<file path="config.mk">
export PLATFORM = sky130hd
export DESIGN_NAME = hazard_tracker
export DESIGN_NICKNAME = d
export VERILOG_FILES = /design/src/rtl/hazard_pkg.sv /design/src/rtl/hazard_tracker_decode.sv /design/src/rtl/hazard_tracker.sv
export SDC_FILE = /design/constraint.sdc
export NUM_CORES = 1
export LEC_CHECK = 0
export BUFFER_PORTS_ARGS = -buffer_cell sky130_fd_sc_hd__clkbuf_2
export CORE_UTILIZATION = 60
export CTS_BUF_LIST = sky130_fd_sc_hd__clkbuf_2
export CTS_CLUSTER_DIAMETER = 200
export DETAILED_ROUTE_END_ITERATION = 10
export MAX_ROUTING_LAYER = met4
export PLACE_DENSITY_LB_ADDON = 0.12
export SLEW_MARGIN = 20
export SYNTH_ARGS = -nofsm -noshare
export SYNTH_HDL_FRONTEND = slang
export SYNTH_SLANG_ARGS = --single-unit
</file>
<file path="constraint.sdc">
create_clock -name clk -period 3.6 [get_ports clk]
set_clock_uncertainty 0.15 [all_clocks]
set_input_delay 0.54 -clock clk [delete_from_list [all_inputs] [get_ports clk]]
set_output_delay 0.54 -clock clk [all_outputs]
set_load 0.03 [all_outputs]
</file>
<file path="src/rtl/hazard_pkg.sv">
// Shared definitions for the hazard tracker: opcodes, forwarding codes,
// the shadow-pipeline slot record and the slot match helper.
package hazard_pkg;

    localparam int WIDTH_DATA_LENGTH = 32;
    localparam int CNT_WIDTH         = 16;

    // Forwarding codes driven onto the operand muxes and the stall controller
    localparam logic [1:0] No_Fw  = 2'b00;
    localparam logic [1:0] WB_Fw  = 2'b01;
    localparam logic [1:0] MEM_Fw = 2'b10;

    // RV32I major opcodes recognised by the decoder
    localparam logic [6:0] OP_LOAD   = 7'b0000011;
    localparam logic [6:0] OP_IMM    = 7'b0010011;
    localparam logic [6:0] OP_AUIPC  = 7'b0010111;
    localparam logic [6:0] OP_REG    = 7'b0110011;
    localparam logic [6:0] OP_LUI    = 7'b0110111;
    localparam logic [6:0] OP_JAL    = 7'b1101111;
    localparam logic [6:0] OP_JALR   = 7'b1100111;
    localparam logic [6:0] OP_STORE  = 7'b0100011;
    localparam logic [6:0] OP_BRANCH = 7'b1100011;

    // One shadow-pipeline slot; valid=0 marks a bubble
    typedef struct packed {
        logic       valid;
        logic [4:0] rd;
        logic [4:0] rs1;
        logic [4:0] rs2;
        logic       use_rs1;
        logic       use_rs2;
        logic       reg_wr;
        logic       is_load;
    } slot_t;

    // True when producer slot s writes the register the EX operand reads.
    // Writes to x0 are discarded by the register file, so they never forward.
    function automatic logic slot_matches(slot_t s, logic use_r, logic [4:0] r);
        return s.valid && s.reg_wr && (s.rd != 5'd0) && use_r && (s.rd == r);
    endfunction

endpackage

</file>
<file path="src/rtl/hazard_tracker_decode.sv">
// Combinational decoder: instruction word to slot fields.
module hazard_decode
    import hazard_pkg::*;
(
    input  logic [WIDTH_DATA_LENGTH-1:0] inst_i,
    output slot_t                        slot_o
);

    // funct3/funct7 bits do not influence register usage
    logic unused_inst_bits;
    assign unused_inst_bits = ^{inst_i[31:25], inst_i[14:12]};

    // Register fields are taken verbatim; flags come from the opcode only
    always_comb begin
        slot_o       = '0;
        slot_o.valid = 1'b1;
        slot_o.rd    = inst_i[11:7];
        slot_o.rs1   = inst_i[19:15];
        slot_o.rs2   = inst_i[24:20];
        case (inst_i[6:0])
            OP_LOAD: begin
                slot_o.reg_wr  = 1'b1;
                slot_o.use_rs1 = 1'b1;
                slot_o.is_load = 1'b1;
            end
            OP_IMM, OP_JALR: begin
                slot_o.reg_wr  = 1'b1;
                slot_o.use_rs1 = 1'b1;
            end
            OP_AUIPC, OP_LUI, OP_JAL: begin
                slot_o.reg_wr  = 1'b1;
            end
            OP_REG: begin
                slot_o.reg_wr  = 1'b1;
                slot_o.use_rs1 = 1'b1;
                slot_o.use_rs2 = 1'b1;
            end
            OP_STORE, OP_BRANCH: begin
                slot_o.use_rs1 = 1'b1;
                slot_o.use_rs2 = 1'b1;
            end
            default: ;
        endcase
    end

endmodule

</file>
<file path="src/rtl/hazard_tracker.sv">
// Shadow pipeline (EX/MEM/WB) of destination metadata producing forwarding
// selects, the combined forwarding code, the MEM load flag and saturating
// stall/flush event counters. Outputs depend only on registered state.
module hazard_tracker
    import hazard_pkg::*;
(
    input  logic                         clk,
    input  logic                         rst,
    input  logic [WIDTH_DATA_LENGTH-1:0] Inst_DE,
    input  logic                         DE_EX_Reg_EN,
    input  logic                         DE_EX_Reg_RST,
    input  logic                         EX_MEM_Reg_RST,
    input  logic                         Stall_Detected,
    output logic [1:0]                   Fw_Sel_Rs1,
    output logic [1:0]                   Fw_Sel_Rs2,
    output logic [1:0]                   Fw_Detected,
    output logic                         Mem_Load,
    output logic [CNT_WIDTH-1:0]         Stall_Count,
    output logic [CNT_WIDTH-1:0]         Flush_Count
);

    slot_t dec_slot;
    slot_t ex_q, ex_d, mem_q, mem_d, wb_q, wb_d;
    logic [CNT_WIDTH-1:0] stall_cnt_q, stall_cnt_d;
    logic [CNT_WIDTH-1:0] flush_cnt_q, flush_cnt_d;
    logic mem_hit_rs1, mem_hit_rs2, wb_hit_rs1, wb_hit_rs2;

    hazard_decode u_decode (
        .inst_i (Inst_DE),
        .slot_o (dec_slot)
    );

    // Next slot contents mirror the datapath pipeline registers
    always_comb begin
        ex_d = ex_q;
        if (DE_EX_Reg_RST) begin
            ex_d = '0;
        end else if (DE_EX_Reg_EN) begin
            ex_d = dec_slot;
        end
        mem_d = EX_MEM_Reg_RST ? '0 : ex_q;
        wb_d  = mem_q;
    end

    // Saturating event counters: stop at all-ones instead of wrapping
    always_comb begin
        stall_cnt_d = stall_cnt_q;
        flush_cnt_d = flush_cnt_q;
        if (Stall_Detected && (stall_cnt_q != '1)) begin
            stall_cnt_d = stall_cnt_q + 1'b1;
        end
        if (DE_EX_Reg_RST && (flush_cnt_q != '1)) begin
            flush_cnt_d = flush_cnt_q + 1'b1;
        end
    end

    // State registers; reset wins over every flush/enable and over counting
    always_ff @(posedge clk) begin
        if (rst) begin
            ex_q        <= '0;
            mem_q       <= '0;
            wb_q        <= '0;
            stall_cnt_q <= '0;
            flush_cnt_q <= '0;
        end else begin
            ex_q        <= ex_d;
            mem_q       <= mem_d;
            wb_q        <= wb_d;
            stall_cnt_q <= stall_cnt_d;
            flush_cnt_q <= flush_cnt_d;
        end
    end

    // Forwarding decode from slot state; MEM is the younger producer so it wins
    always_comb begin
        mem_hit_rs1 = ex_q.valid && slot_matches(mem_q, ex_q.use_rs1, ex_q.rs1);
        mem_hit_rs2 = ex_q.valid && slot_matches(mem_q, ex_q.use_rs2, ex_q.rs2);
        wb_hit_rs1  = ex_q.valid && slot_matches(wb_q,  ex_q.use_rs1, ex_q.rs1);
        wb_hit_rs2  = ex_q.valid && slot_matches(wb_q,  ex_q.use_rs2, ex_q.rs2);

        Fw_Sel_Rs1 = mem_hit_rs1 ? MEM_Fw : (wb_hit_rs1 ? WB_Fw : No_Fw);
        Fw_Sel_Rs2 = mem_hit_rs2 ? MEM_Fw : (wb_hit_rs2 ? WB_Fw : No_Fw);

        if ((Fw_Sel_Rs1 == MEM_Fw) || (Fw_Sel_Rs2 == MEM_Fw)) begin
            Fw_Detected = MEM_Fw;
        end else if ((Fw_Sel_Rs1 == WB_Fw) || (Fw_Sel_Rs2 == WB_Fw)) begin
            Fw_Detected = WB_Fw;
        end else begin
            Fw_Detected = No_Fw;
        end

        Mem_Load    = mem_q.valid && mem_q.is_load;
        Stall_Count = stall_cnt_q;
        Flush_Count = flush_cnt_q;
    end

endmodule

</file>
### Yosys cells after proc, flatten, opt, wreduce, memory -nomap -nowiden

Index checks and enable logic that the tools add are counted.

* mux-type cells: 10
* reductions and logical operators: 28
* eq/ne operators: 19
* add/subtract/negate cells: 2

Operators with widths (count)
* $add A16 B1 Y16 const B: 2
* $ne A16 B16 Y1 const B: 2
* $eq A7 B6 Y1 const B: 3
* $eq A7 B7 Y1 const B: 3
* $eq A5 B5 Y1: 4
* $logic_and A1 B1 Y1: 19
* $eq A7 B5 Y1 const B: 2
* $reduce_bool A5 Y1: 2
* $eq A7 B2 Y1 const B: 1
* $mux W1: 7
* $reduce_or A7 Y1: 1
* $mux W2: 3
* $reduce_or A6 Y1: 1
* $eq A2 B1 Y1 const B: 2
* $eq A2 B2 Y1 const B: 2
* $reduce_or A2 Y1: 2
* $reduce_or A3 Y1: 1
* $logic_or A1 B1 Y1: 2

* register bits: 67
* input bits: 38

### Logic depth before layout (Yosys ltp)

Gate-level depths: netlist of run 1.

* depth after elaboration: 11
* mapped depth: 6
* mapped depth without buffers: 5

### Modules after synthesis

A second synthesis of run 1 with hierarchy kept.

* cell total of the unflattened synthesis: 350
* area total of the unflattened synthesis: 3238.1 µm²

By module, submodules not included
* hazard_tracker: instances 1, area each 3016.6 µm², seq. area each 1341.3 µm², cells each 322
* hazard_decode: instances 1, area each 221.5 µm², seq. area each 0.0 µm², cells each 28

### Worst setup path before layout of run 1

OpenSTA, ideal clock, no wires.

* path kind: register to output
* start: register mem_q[15] (netlist bit)
* end: output port Fw_Detected[0]
* stages on the path, launching flop included: 5
* arrival: 1922 ps
* slack: 988 ps
* data required time: 2910 ps
* cells stage by stage: dfxtp_1 -> or4_1 -> o211ai_1 -> nor4_1 -> a211oi_1

* longest elaborated chain between the ends: 10
* elaborated cells on any way between the ends: 20
* those cells by class: 6 x eq/ne; 4 x mux; 10 x reduce/logical

RTL lines
* start, declared: line hazard_tracker.sv:23 `slot_t ex_q, ex_d, mem_q, mem_d, wb_q, wb_d;`
* start signal, assigned: line hazard_tracker.sv:67 `mem_q <= mem_d;`
* $reduce_bool A5 Y1: line hazard_pkg.sv:39 `return s.valid && s.reg_wr && (s.rd != 5'd0) && use_r && (s.rd == r);`
* $logic_and A1 B1 Y1 (2 in a row): line hazard_pkg.sv:39
* $logic_and A1 B1 Y1 *: line hazard_pkg.sv:39
* $logic_and A1 B1 Y1 *: line hazard_tracker.sv:77 `mem_hit_rs2 = ex_q.valid && slot_matches(mem_q, ex_q.use_rs2, ex_q.rs2);`
* named net mem_hit_rs2: line hazard_tracker.sv:26 `logic mem_hit_rs1, mem_hit_rs2, wb_hit_rs1, wb_hit_rs2;`
* $mux W2 *: line hazard_tracker.sv:82 `Fw_Sel_Rs2 = mem_hit_rs2 ? MEM_Fw : (wb_hit_rs2 ? WB_Fw : No_Fw);`
* $eq A2 B1 Y1: line hazard_tracker.sv:86 `end else if ((Fw_Sel_Rs1 == WB_Fw) || (Fw_Sel_Rs2 == WB_Fw)) begin`
* $logic_or A1 B1 Y1: line hazard_tracker.sv:86
* $mux W1: line hazard_tracker.sv:86
* $mux W2 *: line hazard_tracker.sv:84 `if ((Fw_Sel_Rs1 == MEM_Fw) || (Fw_Sel_Rs2 == MEM_Fw)) begin`
* end, declared: line hazard_tracker.sv:16 `output logic [1:0] Fw_Detected,`

The timed path passes the listed nets; every way through them passes the cells marked *.

### Worst setup path in the final report of run 1

* start: register mem_q[15] (netlist bit)
* end: output port Fw_Detected[0]

* longest elaborated chain between the ends: 10
* elaborated cells on any way between the ends: 20
* those cells by class: 6 x eq/ne; 4 x mux; 10 x reduce/logical

RTL lines (line)
* $reduce_bool A5 Y1: hazard_pkg.sv:39
* $logic_and A1 B1 Y1 (3 in a row): hazard_pkg.sv:39
* $logic_and A1 B1 Y1 (on tied branches): hazard_tracker.sv:76, hazard_tracker.sv:77
* $mux W2 (on tied branches): hazard_tracker.sv:81, hazard_tracker.sv:82
* $eq A2 B1 Y1: hazard_tracker.sv:86
* $logic_or A1 B1 Y1: hazard_tracker.sv:86
* $mux W1: hazard_tracker.sv:86
* $mux W2 *: hazard_tracker.sv:84

Every way passes the cells marked *; elsewhere a longest branch is shown, timed or not.

==> impl_metrics.env, run 1 <==
export IMPL_status="finished, final reports clean"
export IMPL_htree_levels=3
export IMPL_post_drt_wl_per_cell_um=13.5
export IMPL_num_antenna_cells=0
export IMPL_die_area_mm2=0.00574
export IMPL_cp_max_fo=4
export IMPL_final_area_mm2=0.00373
export IMPL_cts_clk_slew_worst_paths_ns=0.18
export IMPL_min_period_over_period_pct=83.1
export IMPL_port_buffers=66
export IMPL_drc=0
export IMPL_total_power_mw=1.29
export IMPL_dp_slack_ns=1.18
export IMPL_final_layout_size_suffix_gt1_share_pct=23.0
export IMPL_setup_ws_ns=0.607
export IMPL_yosys_top_cells_count="dfxtp_1, nor2_1, nor2b_1"
export IMPL_gr_total_overflow=0
export IMPL_drtPass1Iterations=4
export IMPL_ant_nets=0
export IMPL_start_util_pct=63.1
export IMPL_postCtsSetupBuffers=0
export IMPL_worst_hold_slack_ns=0.139
export IMPL_p_per_area_mw_per_mm2=347
export IMPL_synth_area_leader_cell="dfxtp_1"
export IMPL_cp_slowest_cell="or4_1"
export IMPL_cts_hold_buf=0
export IMPL_clockBufferDepth=2
export IMPL_synthMuxAreaShare_pct=10.8
export IMPL_setup_viol=0
export IMPL_synth_xor_area_share_pct=6.17
export IMPL_critPathCaptureType="output pin"
export IMPL_die_w_um=75.8
export IMPL_whs_path_depth=3
export IMPL_dpl_instance_area_mm2=0.00362
export IMPL_utilization_pct=72.0
export IMPL_cts_num_sinks=67
export IMPL_synth_seq_cells=67
export IMPL_synthCells=354
export IMPL_clockRootBuffer="clkbuf_2"
export IMPL_gp_congestion=0.932
export IMPL_r2r_end="Stall_Count[14]"
export IMPL_totalWireLength_mm=6.65
export IMPL_die_h_um=75.8
export IMPL_path_buf_inv=1
export IMPL_rsz0062_at_grt="no"
export IMPL_ctsResizeCount=0
export IMPL_fin_cells=492
export IMPL_rows=26
export IMPL_r2r_start="Stall_Count[0]"
export IMPL_max_cap_violations=0
export IMPL_hp_start="Inst_DE[19]"
export IMPL_pin_count=77
export IMPL_worstPathCellList="or4_1 > o211ai_1 > nor4_1 > a211oi_1 > clkbuf_2"
export IMPL_drv_slew=0
export IMPL_arrival_ns=2.30
export IMPL_max_freq_mhz=334
export IMPL_final_nets=457
export IMPL_clock_latency_ns=0.48
export IMPL_rr_worst_depth=5
export IMPL_grt_first_pass_wirelength_mm=10.4
export IMPL_synth_cell_type_count=55
export IMPL_synthArstFlopShare_pct=0
export IMPL_cts_buffers=9
export IMPL_grt_antenna_before_repair=0
export IMPL_synth_compound_area_share_pct=9.93
export IMPL_hold_path_class="input port to flop"
export IMPL_power_leakage_nw=1.60
export IMPL_worst_pin_slew_ns=0.830
export IMPL_synth_nets=394
export IMPL_ys_seq_area_share_pct=41.1
export IMPL_grt_pass1_vias=2404
export IMPL_areaGrowthSynthToFinish_pct=14.1
export IMPL_synth_avg_cell_area_um2=9.22
export IMPL_synth_fa_ha_area_share_pct=0.767
export IMPL_vias=2767
export IMPL_cp_start_kind="flop"
export IMPL_r2r_slack_ns=1.42
export IMPL_cpLargestDelayFamily="simple AND/OR/NAND/NOR gates"
export IMPL_yosysMostFrequentCell="dfxtp_1"
export IMPL_min_delay_worst_endpoint="ex_q[13]"
export IMPL_final_setup_tns_ns=0
export IMPL_fill_cells=397
export IMPL_yosysWarnings=0
export IMPL_maxSlewHeadroom_pct=44.7
export IMPL_synthTopCellsByArea="dfxtp_1, mux2i_1, nor2_1"
export IMPL_required_ns=2.91
export IMPL_post_route_min_period_ns=2.99
export IMPL_yosysTopAreaCellShare_pct=41.1
export IMPL_vias_per_cell=5.62
export IMPL_critPathMaxStageDelay_ns=0.53
export IMPL_critical_path_class="flop to output pin"
export IMPL_grt_max_degree=44
export IMPL_coreArea_mm2=0.00517
export IMPL_peakVddDrop_mv=0.334
export IMPL_placedCellCount=476
export IMPL_synth_top_family_by_area="simple AND/OR/NAND/NOR gates"
export IMPL_dp_hpwl_mm=4.88
export IMPL_initialDrtViolationCount=135
export IMPL_gr_usage_all_layers_pct=24.7
export IMPL_ys_flop_type="dfxtp_1"
export IMPL_synth_edf_count=0
export IMPL_syn_area_mm2=0.00326
export IMPL_tritoncts="done"
export IMPL_finalHoldViolations=0
export IMPL_synth_simple_gate_area_share_pct=28.9
per-layer routing:
metal	part of all wire, %	up-vias	track usage [%]
li1	-	1391	-
met1	45	1301	27.2
met2	50	65	41.7
met3	3.6	10	7.41
met4	1.6	0	10.1
met5	0	-	-
report_power, final:
part | internal (mW) | leakage (nW) | switching (mW)
sequential | 0.755 | 0.542 | 0.0135
clock | 0.158 | 0.0691 | 0.265
combinational | 0.0455 | 0.989 | 0.0577
total | 0.958 | 1.60 | 0.337
worst max-delay path by stage:
stage,start,to,slack [ns],depth (start not counted)
finish,mem_q[15],Fw_Detected[0],0.61,5
global route,mem_q[15],Fw_Detected[0],0.42,5
CTS,mem_q[15],Fw_Detected[0],0.63,5
detailed placement,mem_q[15],Fw_Detected[0],1.18,5
global placement,mem_q[15],Fw_Detected[0],1.21,5
floorplan,mem_q[15],Fw_Detected[0],0.99,4
worst register-to-register path, stage by stage (launching register included):
cell and delay, ns:
dfxtp_1 0.45, ha_1 0.22, and4_1 0.47, o311ai_2 0.22, nor3_1 0.24, mux2_2 0.36
registers in the layout (all words and copies together) (netlist names):
signal / count
ex_q: 20
Flush_Count: 16
Stall_Count: 16
mem_q: 8
wb_q: 7
cell usage in the layout (no fill, tap or decap), drive strengths merged, types with 6 or more instances in the layout:
master | Yosys | layout
clkbuf | 8 | 76
dfxtp | 67 | 67
nor2 | 43 | 43
nor2b | 22 | 22
a21oi | 19 | 19
mux2i | 18 | 18
nand2 | 16 | 16
mux2 | 15 | 15
xnor2 | 13 | 13
nand4 | 13 | 13
nand3 | 12 | 12
xor2 | 10 | 10
and2 | 10 | 10
nand2b | 8 | 8
nor3 | 6 | 6
and3 | 6 | 6
cell families after synthesis:
kind of cell / count (synthesis)
AO/OA/AOI/OAI: 46
XOR/XNOR: 23
adder cells (fa/ha/maj): 2
buffers and inverters: 17
flip-flops: 67
multiplexers: 33
AND/OR/NAND/NOR: 166
layout make-up:
type / instances / area [um^2] / share of cell area, %
clock buffer: 10 / 50.0 / 1.34
clock inverter: 6 / 56.3 / 1.51
inverter: 2 / 7.51 / 0.201
timing repair buffer: 67 / 338 / 9.07
multi-input combinational: 270 / 1850 / 49.5
sequential: 67 / 1340 / 36.0
tap: 70 / 87.6 / 2.35
(Power assumes the default switching activity.)
==> run 2, diff against run 1 <==
--- a/config.mk
+++ b/config.mk
@@ -6,7 +6,7 @@
 export NUM_CORES = 1
 export LEC_CHECK = 0
 export BUFFER_PORTS_ARGS = -buffer_cell sky130_fd_sc_hd__clkbuf_2
-export CORE_UTILIZATION = 60
+export CORE_UTILIZATION = 50
 export CTS_BUF_LIST = sky130_fd_sc_hd__clkbuf_2
 export CTS_CLUSTER_DIAMETER = 200
 export DETAILED_ROUTE_END_ITERATION = 10
==> constraint.sdc (replaced) <==
create_clock -name clk -period 2.75 [get_ports clk]
set_clock_uncertainty 0.15 [all_clocks]
set_input_delay 0.4125 -clock clk [delete_from_list [all_inputs] [get_ports clk]]
set_output_delay 0.4125 -clock clk [all_outputs]
set_load 0.03 [all_outputs]
==> impl_metrics.env, run 2 (synthesis results as in run 1) <==
export IMPL_start_util_pct=51.7
export IMPL_rsz0062_at_grt="yes"
export IMPL_final_layout_size_suffix_gt1_share_pct=24.4
export IMPL_clock_latency_ns=0.48
export IMPL_gr_usage_all_layers_pct=20.8
export IMPL_drv_slew=0
export IMPL_whs_path_depth=3
export IMPL_post_route_min_period_ns=2.70
export IMPL_pin_count=77
export IMPL_die_w_um=82.8
export IMPL_post_drt_wl_per_cell_um=13.1
export IMPL_status="finished, final reports clean"
export IMPL_drtPass1Iterations=4
export IMPL_min_period_over_period_pct=98.4
export IMPL_ant_nets=0
export IMPL_rows=29
export IMPL_cp_max_fo=4
export IMPL_max_cap_violations=0
export IMPL_maxSlewHeadroom_pct=59.1
export IMPL_setup_viol=0
export IMPL_die_area_mm2=0.00686
export IMPL_finalHoldViolations=0
export IMPL_coreArea_mm2=0.00631
export IMPL_p_per_area_mw_per_mm2=410
export IMPL_required_ns=2.19
export IMPL_initialDrtViolationCount=78
export IMPL_tritoncts="done"
export IMPL_layout_common_cells="clkbuf_2, dfxtp_1, nor2_1"
export IMPL_clockRootBuffer="clkbuf_2"
export IMPL_dp_hpwl_mm=4.83
export IMPL_gr_total_overflow=0
export IMPL_cts_buffers=9
export IMPL_fin_cells=516
export IMPL_areaGrowthSynthToFinish_pct=20.2
export IMPL_hold_path_class="input port to flop"
export IMPL_largest_reg_flops=20
export IMPL_cts_clk_slew_worst_paths_ns=0.17
export IMPL_regMostFlops="ex_q"
export IMPL_drc=0
export IMPL_rr_worst_depth=5
export IMPL_cp_start_kind="flop"
export IMPL_placedCellCount=484
export IMPL_vias=2798
export IMPL_final_common_cell="clkbuf_2"
export IMPL_final_nets=475
export IMPL_grt_antenna_before_repair=0
export IMPL_setup_ws_ns=0.0452
export IMPL_num_antenna_cells=0
export IMPL_gp_congestion=0.927
export IMPL_die_h_um=82.8
export IMPL_htree_levels=3
export IMPL_grt_pass1_vias=2602
export IMPL_dp_slack_ns=0.425
export IMPL_critPathCaptureType="output pin"
export IMPL_vias_per_cell=5.42
export IMPL_port_buffers=66
export IMPL_grt_first_pass_wirelength_mm=11.4
export IMPL_fill_cells=572
export IMPL_power_leakage_nw=1.68
export IMPL_clockBufferDepth=2
export IMPL_max_freq_mhz=370
export IMPL_totalWireLength_mm=6.75
export IMPL_arrival_ns=2.14
export IMPL_peakVddDrop_mv=0.286
export IMPL_cts_num_sinks=67
export IMPL_grt_max_degree=37
export IMPL_critical_path_class="flop to output pin"
export IMPL_worst_pin_slew_ns=0.614
==> run 2: cell types whose count changed in the layout (fill, tap and decap cells not counted), sizes merged <==
cell         delta
buf             +8
dlygate4sd3    +14
clkbuf          -3
clkinvlp        -1
bufinv          -1
==> run 2: worst max-delay path, stage by stage, from the launching register on <==
cell and delay [ns]:
dfxtp_2 0.36, or4_4 0.51, o211ai_1 0.17, buf_4 0.16, nor3_4 0.05, or2_1 0.26
buf_8 0.15
==> run 2: where the power goes <==
group,internal [mW],switching (mW),total [mW]
sequential,0.987,0.0179,1.00
clock,0.115,0.336,0.451
combinational,0.0741,0.0783,0.152
total,1.18,0.432,1.61
==> run 2: final timing paths <==
kind | end | slack, ns | from
setup / recovery | Fw_Detected[1] | 0.05 | mem_q[15]
hold / removal | ex_q[10] | 0.02 | Inst_DE[16]
setup reg to reg | Stall_Count[14] | 0.52 | Stall_Count[1]
hold reg to reg | mem_q[1] | 0.33 | ex_q[1]
==> run 2: what timing repair did <==
item	4_1_cts	5_1_grt
resized for setup	12	8
hold buffers	14	0
buffers inserted	3	0
endpoints found under the setup margin	4	4
pin swaps	3	3
endpoints found under the hold margin	14	0
==> run 2: through the flow <==
step	utilization, %	power, mW	setup TNS [ns]	cell area (um^2)	hold WS [ns]
finish	62.1	1.61	0	3920	0.0243
floorplan	-	1.11	0	3260	0.279
CTS	62.0	1.62	0	3920	0.00602
global route	62.1	1.68	-0.183	3920	0.0107
detailed placement	57.6	1.16	0	3640	0.296
global placement	57.6	1.16	0	3640	0.295
==> run 2: cell type report <==
type                    count  area (um^2)  share of cell area, %
multi-input cells         270         1870                   47.7
flip-flops and latches     67         1350                   34.4
repair buffers             85          526                   13.4
well taps                  77         96.3                   2.46
clock buffers              11         55.1                   1.40
clock inverters             4         18.8                  0.478
inverters                   2         7.51                  0.191
==> run 2: routing by layer <==
layer,part of all wire [%],up-vias,track usage (%)
li1,-,1424,-
met1,44,1300,23.8
met2,50,59,34.9
met3,3.4,15,3.58
met4,2.6,0,10.7
met5,0,-,-
==> run 3, diff against run 2 <==
==> constraint.sdc (replaced) <==
create_clock -name clk -period 2.75 [get_ports clk]
set_clock_uncertainty 0.15 [all_clocks]
set_input_delay 0.825 -clock clk [delete_from_list [all_inputs] [get_ports clk]]
set_output_delay 0.825 -clock clk [all_outputs]
set_load 0.03 [all_outputs]
==> impl_metrics.env, run 3 (synthesis results as in run 1) <==
export IMPL_status="finished, violations left"
export IMPL_failed_checks="setup timing"
export IMPL_maxSlewHeadroom_pct=58.2
export IMPL_rsz0062_at_grt="yes"
export IMPL_worstPathCellList="or4_1 > o211ai_1 > nor3_2 > a211oi_2 > clkbuf_8"
export IMPL_cts_buffers=9
export IMPL_final_area_mm2=0.00380
export IMPL_dpl_instance_area_mm2=0.00365
export IMPL_vias=2721
export IMPL_r2r_slack_ns=0.55
export IMPL_dp_hpwl_mm=4.66
export IMPL_gp_congestion=0.920
export IMPL_grt_antenna_before_repair=0
export IMPL_post_drt_wl_per_cell_um=12.9
export IMPL_path_buf_inv=1
export IMPL_arrival_ns=2.18
export IMPL_final_layout_size_suffix_gt1_share_pct=24.1
export IMPL_gr_usage_all_layers_pct=20.2
export IMPL_p_per_area_mw_per_mm2=413
export IMPL_total_power_mw=1.57
export IMPL_finalHoldViolations=0
export IMPL_power_leakage_nw=1.62
export IMPL_cp_max_fo=4
export IMPL_multi_input_area_mm2=0.00186
export IMPL_grt_max_degree=53
export IMPL_start_util_pct=51.7
export IMPL_setup_ws_ns=-0.407
export IMPL_ant_nets=0
export IMPL_die_area_mm2=0.00686
export IMPL_worst_hold_slack_ns=0.327
export IMPL_drtPass1Iterations=4
export IMPL_cts_hold_buf=0
export IMPL_die_w_um=82.8
export IMPL_vias_per_cell=5.43
export IMPL_seq_area_mm2=0.00134
export IMPL_critPathCaptureType="output pin"
export IMPL_max_freq_mhz=317
export IMPL_grt_pass1_vias=2552
export IMPL_critPathMaxStageDelay_ns=0.51
export IMPL_clockRootBuffer="clkbuf_2"
export IMPL_htree_levels=3
export IMPL_cpLargestDelayFamily="simple AND/OR/NAND/NOR gates"
export IMPL_cp_start_kind="flop"
export IMPL_required_ns=1.78
export IMPL_min_period_over_period_pct=115
export IMPL_largest_reg_flops=20
export IMPL_port_buffers=66
export IMPL_grt_first_pass_wirelength_mm=11.1
export IMPL_peakVddDrop_mv=0.267
export IMPL_setup_viol=6
export IMPL_max_cap_violations=0
export IMPL_clock_latency_ns=0.46
export IMPL_utilization_pct=60.1
export IMPL_post_route_min_period_ns=3.16
export IMPL_drc=0
export IMPL_critical_path_class="flop to output pin"
export IMPL_gr_total_overflow=0
export IMPL_hold_path_class="flop to flop"
export IMPL_worst_pin_slew_ns=0.627
export IMPL_pin_count=77
export IMPL_areaGrowthSynthToFinish_pct=16.3
export IMPL_coreArea_mm2=0.00631
export IMPL_totalWireLength_mm=6.45
export IMPL_fill_cells=597
export IMPL_final_common_cell="clkbuf_2"
export IMPL_die_h_um=82.8
export IMPL_cts_clk_slew_worst_paths_ns=0.17
export IMPL_initialDrtViolationCount=117
export IMPL_clockBufferDepth=2
export IMPL_layout_common_cells="clkbuf_2, dfxtp_1, nor2_1"
export IMPL_tritoncts="done"
export IMPL_drv_slew=0
export IMPL_regMostFlops="ex_q"
export IMPL_num_antenna_cells=0
export IMPL_cts_num_sinks=67
export IMPL_final_nets=460
export IMPL_cp_slowest_cell="or4_1"
export IMPL_final_setup_tns_ns=-1.80
export IMPL_rows=29
## run 3: cell types whose count changed in the layout (fill, tap and decap cells not counted), moves of 2 or more
cell           delta
buf_4             -4
clkbuf_2          -3
clkbuf_8          +2
clkinv_1          +2
dlygate4sd3_1    -14
## run 3: repair_timing
item	in CTS	in global routing
pin swaps	7	3
setup buffers	3	0
setup endpoints to repair	6	6
gates resized for setup	14	3
hold endpoints to repair	0	0
## run 3: per-layer routing
| metal | GRT usage, % | routed length (um) |
|---|---|---|
| met2 | 32.9 | 3110 |
| met3 | 3.58 | 210 |
| met4 | 10.3 | 118 |
| met1 | 24.1 | 3010 |
| met5 | - | 0 |
## run 3: worst paths after layout
path | from | endpoint | cells past startpoint
max | mem_q[16] | Fw_Detected[0] | 5
min | ex_q[0] | mem_q[0] | 1
max reg2reg | Stall_Count[0] | Stall_Count[14] | 5
min reg2reg | ex_q[0] | mem_q[0] | 1
## run 3: where the power goes
group,switching [mW],internal (mW),total (mW)
Sequential,0.0173,0.988,1.01
Clock,0.320,0.107,0.427
Combinational,0.0748,0.0617,0.136
## run 3: worst reg2reg max path: stages, from the launching register on
cell and delay (ns):
dfxtp_1 0.46, ha_1 0.23, and4_1 0.47, o311ai_2 0.22, nor3_1 0.24, mux2_2 0.35
## run 3: layout make-up
class	instances	area share, %
clock buffer	10	1.32
clock inverter	5	0.560
inverter	2	0.198
multi-input combinational	270	49.0
sequential	67	35.4
tap	77	2.54
timing repair buffer	70	10.9
## run 3: stage by stage
step                setup WS [ns]  cells
finish                     -0.407    501
global route               -0.518    501
CTS                        -0.429    501
detailed placement         0.0786    483
global placement            0.104    483
floorplan                   0.131    354
